<file path="config.mk">
export PLATFORM = sky130hd
export DESIGN_NAME = window_loader
export DESIGN_NICKNAME = d
export VERILOG_FILES = /design/src/rtl/window_loader.sv
export SDC_FILE = /design/constraint.sdc
export NUM_CORES = 1
export LEC_CHECK = 0
export CAP_MARGIN = 20
export CORE_MARGIN = 4
export CORE_UTILIZATION = 25
export DETAILED_ROUTE_END_ITERATION = 8
export SLEW_MARGIN = 20
export SYNTH_ARGS = -nofsm -noshare
export SYNTH_HDL_FRONTEND = slang
export SYNTH_SLANG_ARGS = --single-unit
export TNS_END_PERCENT = 20
</file>
<file path="constraint.sdc">
create_clock -name clk -period 7.48 [get_ports clk]
set_clock_uncertainty 0.05 [all_clocks]
set_input_delay 0.748 -clock clk [delete_from_list [all_inputs] [get_ports clk]]
set_output_delay 0.748 -clock clk [all_outputs]
set_load 0.02 [all_outputs]
</file>
<file path="src/rtl/window_loader.sv">
// window_loader: walks an IMG_H x IMG_W image in memory and feeds a SIZE x SIZE sliding window buffer.
// Define WIN_COLUMN_SCAN_EN for column-major traversal (shift-up, row reloads); default is row-major.
module window_loader #(
  parameter int SIZE   = 4,
  parameter int IMG_W  = 16,
  parameter int IMG_H  = 16,
  parameter int ADDR_W = 16
) (
  input  logic              clk,
  input  logic              rst,
  input  logic              start,
  output logic [ADDR_W-1:0] memAddr,
  input  logic [7:0]        memData,
  output logic              bufWrEn,
  output logic              bufShiftUp,
  output logic              bufShiftLeft,
  output logic [31:0]       bufIdxI,
  output logic [31:0]       bufIdxJ,
  output logic [7:0]        bufDataIn,
  input  logic [31:0]       rdIdxI,
  input  logic [31:0]       rdIdxJ,
  output logic              winValid,
  input  logic              winReady,
  output logic              busy,
  output logic              done
);
  typedef enum logic [2:0] {IDLE, FILL, VALID, SHIFT, LOAD, DONE} state_t;
  state_t state_q, state_d;
  logic [31:0] r0_q, r0_d, c0_q, c0_d, ci_q, ci_d, cj_q, cj_d, wi_q, wi_d, wj_q, wj_d;
  logic [ADDR_W-1:0] addr_q, addr_d;
  logic iss_q, iss_d, wr_q, wr_d, shift_q, shift_d, valid_q, valid_d, busy_q, busy_d, done_q, done_d;
  logic slide, next_line, last;
`ifdef WIN_COLUMN_SCAN_EN
  localparam bit COL = 1'b1;
  assign bufShiftUp   = shift_q;
  assign bufShiftLeft = 1'b0;
`else
  localparam bit COL = 1'b0;
  assign bufShiftUp   = 1'b0;
  assign bufShiftLeft = shift_q;
`endif
  // ci/cj index the element whose address is on the bus; iss_q marks that address as live
  always_comb begin
    slide     = COL ? r0_q + SIZE < IMG_H : c0_q + SIZE < IMG_W;
    next_line = COL ? c0_q + SIZE < IMG_W : r0_q + SIZE < IMG_H;
    last      = state_q == FILL ? (ci_q == SIZE - 1 && cj_q == SIZE - 1) : (COL ? cj_q : ci_q) == SIZE - 1;
    state_d   = state_q;
    r0_d      = r0_q;
    c0_d      = c0_q;
    ci_d      = ci_q;
    cj_d      = cj_q;
    iss_d     = 1'b0;
    case (state_q)
      IDLE: if (start) begin
        state_d = FILL;
        r0_d    = '0;
        c0_d    = '0;
        ci_d    = '0;
        cj_d    = '0;
        iss_d   = 1'b1;
      end
      FILL, LOAD: if (!iss_q) state_d = VALID;
      else if (!last) begin
        iss_d = 1'b1;
        ci_d  = state_q == LOAD ? (COL ? ci_q : ci_q + 1) : (cj_q == SIZE - 1 ? ci_q + 1 : ci_q);
        cj_d  = state_q == LOAD ? (COL ? cj_q + 1 : cj_q) : (cj_q == SIZE - 1 ? 32'd0 : cj_q + 1);
      end
      VALID: if (winReady) begin
        if (slide) state_d = SHIFT;
        else if (next_line) begin
          state_d = FILL;
          r0_d    = COL ? 32'd0 : r0_q + 1;
          c0_d    = COL ? c0_q + 1 : 32'd0;
          ci_d    = '0;
          cj_d    = '0;
          iss_d   = 1'b1;
        end else state_d = DONE;
      end
      SHIFT: begin
        state_d = LOAD;
        r0_d    = COL ? r0_q + 1 : r0_q;
        c0_d    = COL ? c0_q : c0_q + 1;
        ci_d    = COL ? 32'(SIZE - 1) : 32'd0;
        cj_d    = COL ? 32'd0 : 32'(SIZE - 1);
        iss_d   = 1'b1;
      end
      default: state_d = IDLE;
    endcase
    addr_d  = iss_d ? ADDR_W'((r0_d + ci_d) * IMG_W + c0_d + cj_d) : addr_q;
    wr_d    = iss_q;
    wi_d    = iss_q ? ci_q : 32'd0;
    wj_d    = iss_q ? cj_q : 32'd0;
    shift_d = state_d == SHIFT;
    valid_d = state_d == VALID;
    busy_d  = state_d != IDLE;
    done_d  = state_d == DONE;
  end
  always_ff @(posedge clk or posedge rst)
    if (rst) begin
      state_q <= IDLE;
      r0_q    <= '0;
      c0_q    <= '0;
      ci_q    <= '0;
      cj_q    <= '0;
      wi_q    <= '0;
      wj_q    <= '0;
      addr_q  <= '0;
      iss_q   <= 1'b0;
      wr_q    <= 1'b0;
      shift_q <= 1'b0;
      valid_q <= 1'b0;
      busy_q  <= 1'b0;
      done_q  <= 1'b0;
    end else begin
      state_q <= state_d;
      r0_q    <= r0_d;
      c0_q    <= c0_d;
      ci_q    <= ci_d;
      cj_q    <= cj_d;
      wi_q    <= wi_d;
      wj_q    <= wj_d;
      addr_q  <= addr_d;
      iss_q   <= iss_d;
      wr_q    <= wr_d;
      shift_q <= shift_d;
      valid_q <= valid_d;
      busy_q  <= busy_d;
      done_q  <= done_d;
    end
  assign memAddr   = addr_q;
  assign bufWrEn   = wr_q;
  assign bufDataIn = memData;
  assign bufIdxI   = valid_q ? rdIdxI : wi_q;
  assign bufIdxJ   = valid_q ? rdIdxJ : wj_q;
  assign winValid  = valid_q;
  assign busy      = busy_q;
  assign done      = done_q;
endmodule
</file>
Word-level counts from Yosys, hierarchy flattened
Index checks and enable logic that the tools add are counted.

Bits in registers: 217. Output and inout port bits: 94.

Add/subtract/negate cells: 9. $lt $le $gt $ge: 2. Equality and inequality tests: 9. Mux-type cells: 46. Reduce and logical (&&, ||, !) cells: 4.

Operators by type and width (number): two-way mux 32 bit (28); one-hot mux 32 bit (4 select lines) (2); adder 32 x 1 -> 32 bit, second input constant (4); one-hot mux 32 bit (3 select lines) (1); adder 32 x 3 -> 32 bit, second input constant (2); == test 32 x 2 -> 1 bit, second input constant (2); less-than comparator 32 x 5 -> 1 bit, second input constant (2); one-hot mux 32 bit (2 select lines) (1); adder 16 bit (2); two-way mux 3 bit (5); adder 12 bit (1); == test 3 x 2 -> 1 bit, second input constant (4); one-hot mux 3 bit (4 select lines) (1); two-way mux 1 bit (7); == test 3 bit, second input constant (2); one-hot mux 1 bit (4 select lines) (1); == test 3 x 1 -> 1 bit, second input constant (1); zero test 3 bit (1); nonzero test 3 bit (1); OR reduction 2 bit (1); logical AND 1 bit (1).

Logic depth before layout (Yosys ltp)
Word-level depth: 9. Mapped depth: 34. Depth with buffers taken out: 29.

Least setup slack after synthesis
Ideal clock, no wire load.

Path kind: register -> register. Start: register c0_q[18]. End: register addr_q[14], in the netlist memAddr[14]. Arrival: 6.327 ns. Data required time: 7.306 ns. Slack: 0.980 ns. Cell stages (with the launch flop): 35. Buffers on the path: 5. Clock period less this slack: 6.500 ns. Cell sequence: dfrtp_1 buf_2 nand4_2 or4_1 buf_2 or4_1 nand4_2 a2111oi_4 a31oi_4 a31oi_2 or2_2 clkbuf_1 clkbuf_1 nand2_1 o21ai_0 ha_1 fa_1 a21oi_1 nor2_1 nor2_1 o21bai_1 a21oi_1 o21bai_1 a21oi_1 o21bai_1 a21oi_1 xor2_1 fa_1 inv_1 ha_1 buf_1 mux2i_1 o211ai_1 o31ai_1 nand2_1.

Cells in the longest elaborated chain, start to end: 8. Elaborated cells between the ends (all ways): 20. Classes of those cells: add/sub (4); order compare (1); mux (15).

Ends and longest elaborated chain: from (decl) (line 29) `logic [31:0] r0_q, r0_d, c0_q, c0_d, ci_q, ci_d, cj_q, cj_d, wi_q, wi_d, wj_q, wj_d;`; from (signal assigned) (line 102) `c0_q <= '0;`; from (signal assigned) (line 117) `c0_q <= c0_d;`; adder 32 x 3 -> 32 bit; less-than comparator 32 x 5 -> 1 bit; two-way mux 32 bit (line 69) `if (slide) state_d = SHIFT;`; two-way mux 32 bit (line 68) `VALID: if (winReady) begin`; one-hot mux 32 bit (4 select lines) (line 53) `case (state_q)`; net ci_d[0] (line 29); adder 12 bit (line 89) `addr_d = iss_d ? ADDR_W'((r0_d + ci_d) * IMG_W + c0_d + cj_d) : addr_q;`; adder 16 bit (2 in series) (line 89); to (signal assigned) (line 122) `addr_q <= addr_d;`; to (decl) (line 30) `logic [ADDR_W-1:0] addr_q, addr_d;`.

The timed path passes the listed nets, and every way through them passes these cells. A chain may end at the register's enable or synchronous reset.

Worst setup path in the final report
Start: register c0_q[17]. End: register addr_q[14], in the netlist memAddr[14].

Same word-level chain as after synthesis.

==> metrics.md <==
| Metric | Value |
|---|---|
| Worst EP required | `approximately 7800 ps` |
| Crit end category | `flip-flop` |
| Reg clk slew, reported paths | `about 60 ps` |
| Slowest cell delay on critical path | `~700 ps` |
| Commonest non-fill, non-tap cells in the layout | `214 x dfrtp_1, 152 x clkdlybuf4s50_1, 126 x o21ai_0` |
| CTS Buffer Depth | `3` |
| Most common cell after layout, fill and taps aside | `dfrtp_1` |
| H-tree Lvls | `1` |
| Clock Latency Late Sink | `between 500 and 600 ps` |
| Unrepaired setup endpoints after global routing | `no` |
| Post-synth EDFFs | `0` |
| Crit Path Category | `reg -> reg` |
| Maximum clock rate | `about 140 MHz` |
| Final-report hold violation count | `0` |
| TritonCTS sink count | `around 220` |
| Crit path time final | `between 6000 and 7000 ps` |
| Cell mode on critical path | `a21oi_1` |
| Core area | `roughly 50,000 um2` |
| Main flop type after synthesis | `dfrtp_1` |
| Synth async-reset ratio | `1.00` |
| Global routing usage on met3 | `0.0287` |
| Mapped cell area | `approximately 13,000 um2` |
| Fin nets | `approximately 1.6k` |
| Pins over their slew limit | `0` |
| Crit path launch type | `flip-flop` |
| Root Buffer | `clkbuf_16` |
| P per Cell Area | `between 200 and 300 nW/um2` |
| Initial Util | `0.254` |
| Vias/cell | `5.03` |
| Syn_area_per_cell | `approximately 9.2 um2` |
| CTS buffer count | `26` |
| WP buf/inv | `1` |
| Worst path top cell family by delay | `simple AND/OR/NAND/NOR gates` |
| Pre-CTS setup slack | `roughly 550 ps` |
| Finished Layout Cells | `2,209` |
| Worst IR drop on VDD | `between 0.15 and 0.2 mV` |
| DIE HEIGHT | `between 200 and 250 um` |
| Layout cells sized above 1 | `0.105` |
| Antenna violations before repair | `1` |
| Net Sw Frac | `0.362` |
| Crit-path max FO | `11` |
| Grt total ovfl | `0` |
| Die area | `55,100 um2` |
| PortBufs | `between 150 and 200` |
| Die W | `around 230 um` |
| Worst Tran Pin Value | `about 950 ps` |
| Comb power frac | `0.355` |
| Min-delay worst type | `reg -> reg` |
| Pint | `2690 uW` |
| Antenna cell count | `0` |
| Synth top area share | `0.423` |
| CTS Hold Bufs | `0` |
| Hold Startpoint | `memAddr[9]` |
| DRC errors left | `0` |
| Post-Syn Nets | `~1.5k` |
| Total of max-cap violations | `0` |
| Slowest cell on the critical path | `or4_1` |
| Syn Inst Count | `1,392` |
| CP startpoint | `c0_q[17]` |
| Synth area leader | `dfrtp_1` |
| Num ports | `170` |
| Router iterations before antenna repair | `5` |
| Switch Pwr | `about 1500 uW` |
| CTS tree | `yes` |
| DR WL/cell | `~17 um` |
| Grt peak-use layer | `met2` |
| Max transition margin | `0.364` |
| Final HPWL DP | `27,900 um` |
| Fillers | `5,181` |
| Yosys reg bits | `between 200 and 250` |
| Final Power | `4210 uW` |
| Setup TNS | `0 ps` |
| Row count | `82` |
| Run status | `complete, no violations` |
| Number of global-route vias before repair | `10.9k` |
| Share of total power in the clock network | `0.336` |
| Area growth, synth to finish | `24.9%` |
| Setup violators final | `0` |
| P_leak | `0.00695 uW` |
| Worst setup slack after layout | `roughly 540 ps` |
| Reg power frac | `0.309` |
| Synth Warn # | `0` |
| Sequential area share after synthesis | `0.423` |
| Number of DRC markers in iteration 0 | `~1,000` |
| GR Util met2 | `0.211` |
| M1 GR Usage | `0.180` |
| Total GRT Usage | `0.131` |
| Post-synth cell types | `78` |
| Final wirelength | `roughly 38,000 um` |
| Worst r2r src | `c0_q[17]` |
| Routability cong. | `between 0.8 and 0.9` |
| Routed vias | `about 11k` |
| First-pass GRT wire length | `slightly above 60,000 um` |
| Worst path arrival time | `7300 ps` |
| Largest net degree at the start of global routing | `about 100` |
| ANT nets after route | `0` |
| Top post-synthesis cells by area | `dfrtp_1 42%, mux2_2 5.9%, o21ai_0 4.9%` |
| Placed Cells incl. Taps | `2,158` |
| Tcrit/Tclk final | `0.928` |
[flip-flops by register name (all words and copies together) (netlist names)]
| name | cells |
|---|---|
| busy | 1 |
| bufWrEn | 1 |
| iss_q | 1 |
| state_q | 3 |
| winValid | 1 |
| ci_q | 32 |
| wj_q | 32 |
| r0_q | 32 |
| cj_q | 32 |
| c0_q | 32 |
| wi_q | 32 |
| memAddr | 16 |
| done | 1 |
| bufShiftLeft | 1 |
[layout make-up]
type	instances	area (um2)	share of cell area
inverter	66	255	0.0159
timing repair buffer	173	1680	0.105
tap	672	841	0.0524
clock inverter	16	288	0.0179
multi-input combinational	1034	6850	0.427
sequential	217	5430	0.339
clock buffer	31	689	0.0430
[tightest hold or removal path: cells and delay by family, from the launching register on]
family / cells / cell delay (ps)
compound gates: 1 / 60
flops: 1 / 340
simple gates: 1 / 50
[per-layer routing]
layer / vias to the layer above / share of wire
met3: 62 / 0.071
met2: 407 / 0.46
li1: 5220 / -
met5: - / 0
met4: 0 / 0.025
met1: 5412 / 0.44
[power by group through the flow]
stage	Clock (uW)	Combinational, uW	Sequential (uW)
after global routing	1500	1620	1310
after floorplan	0	908	1310
after CTS	1450	1480	1300
final	1420	1490	1300
after global placement	0	1460	1320
after detailed placement	0	1470	1320
[cell families after synthesis]
kind of cell,after synthesis,synth area share
adders and majority gates,46,0.0524
buffers and inverters,141,0.0454
other,1,0.000292
muxes,68,0.0595
xor gates and xnor gates,63,0.0457
and+or+nand+nor,558,0.229
AOI/OAI and AO/OA,298,0.145
DFF,217,0.423
[synth_stat cells (all sizes together), types with 33 or more instances]
cell type  number
and3           38
a21oi          55
nand4          44
ha             33
nand2         118
inv            66
nand3          52
mux2           67
dfrtp         217
nor2          113
clkbuf         50
o21ai         127
and2           81
nor3           34
[through the flow]
step | hold WS (ps) | cell area, um2 | util
final | 441 | 16000 | 0.318
after global routing | 476 | 16000 | 0.318
after CTS | 438 | 16000 | 0.317
after detailed placement | 426 | 15000 | 0.297
after global placement | 421 | 15000 | 0.297
after floorplan | 385 | 12800 | -
[worst paths after layout]
check	depth (start not counted)	slack, ps	to
max	29	540	memAddr[14]
min reg2reg	2	440	memAddr[9]
max in group asynchronous	3	5180	c0_q[16]
min in group asynchronous	2	640	wj_q[28]
max reg2reg	29	540	memAddr[14]
min	2	440	memAddr[9]
[repair_timing]
action	in CTS	in global routing
gates resized for setup	0	3
setup buffers	0	4
setup endpoints to repair	0	2
Note: power is estimated with default switching activity, not from simulation.
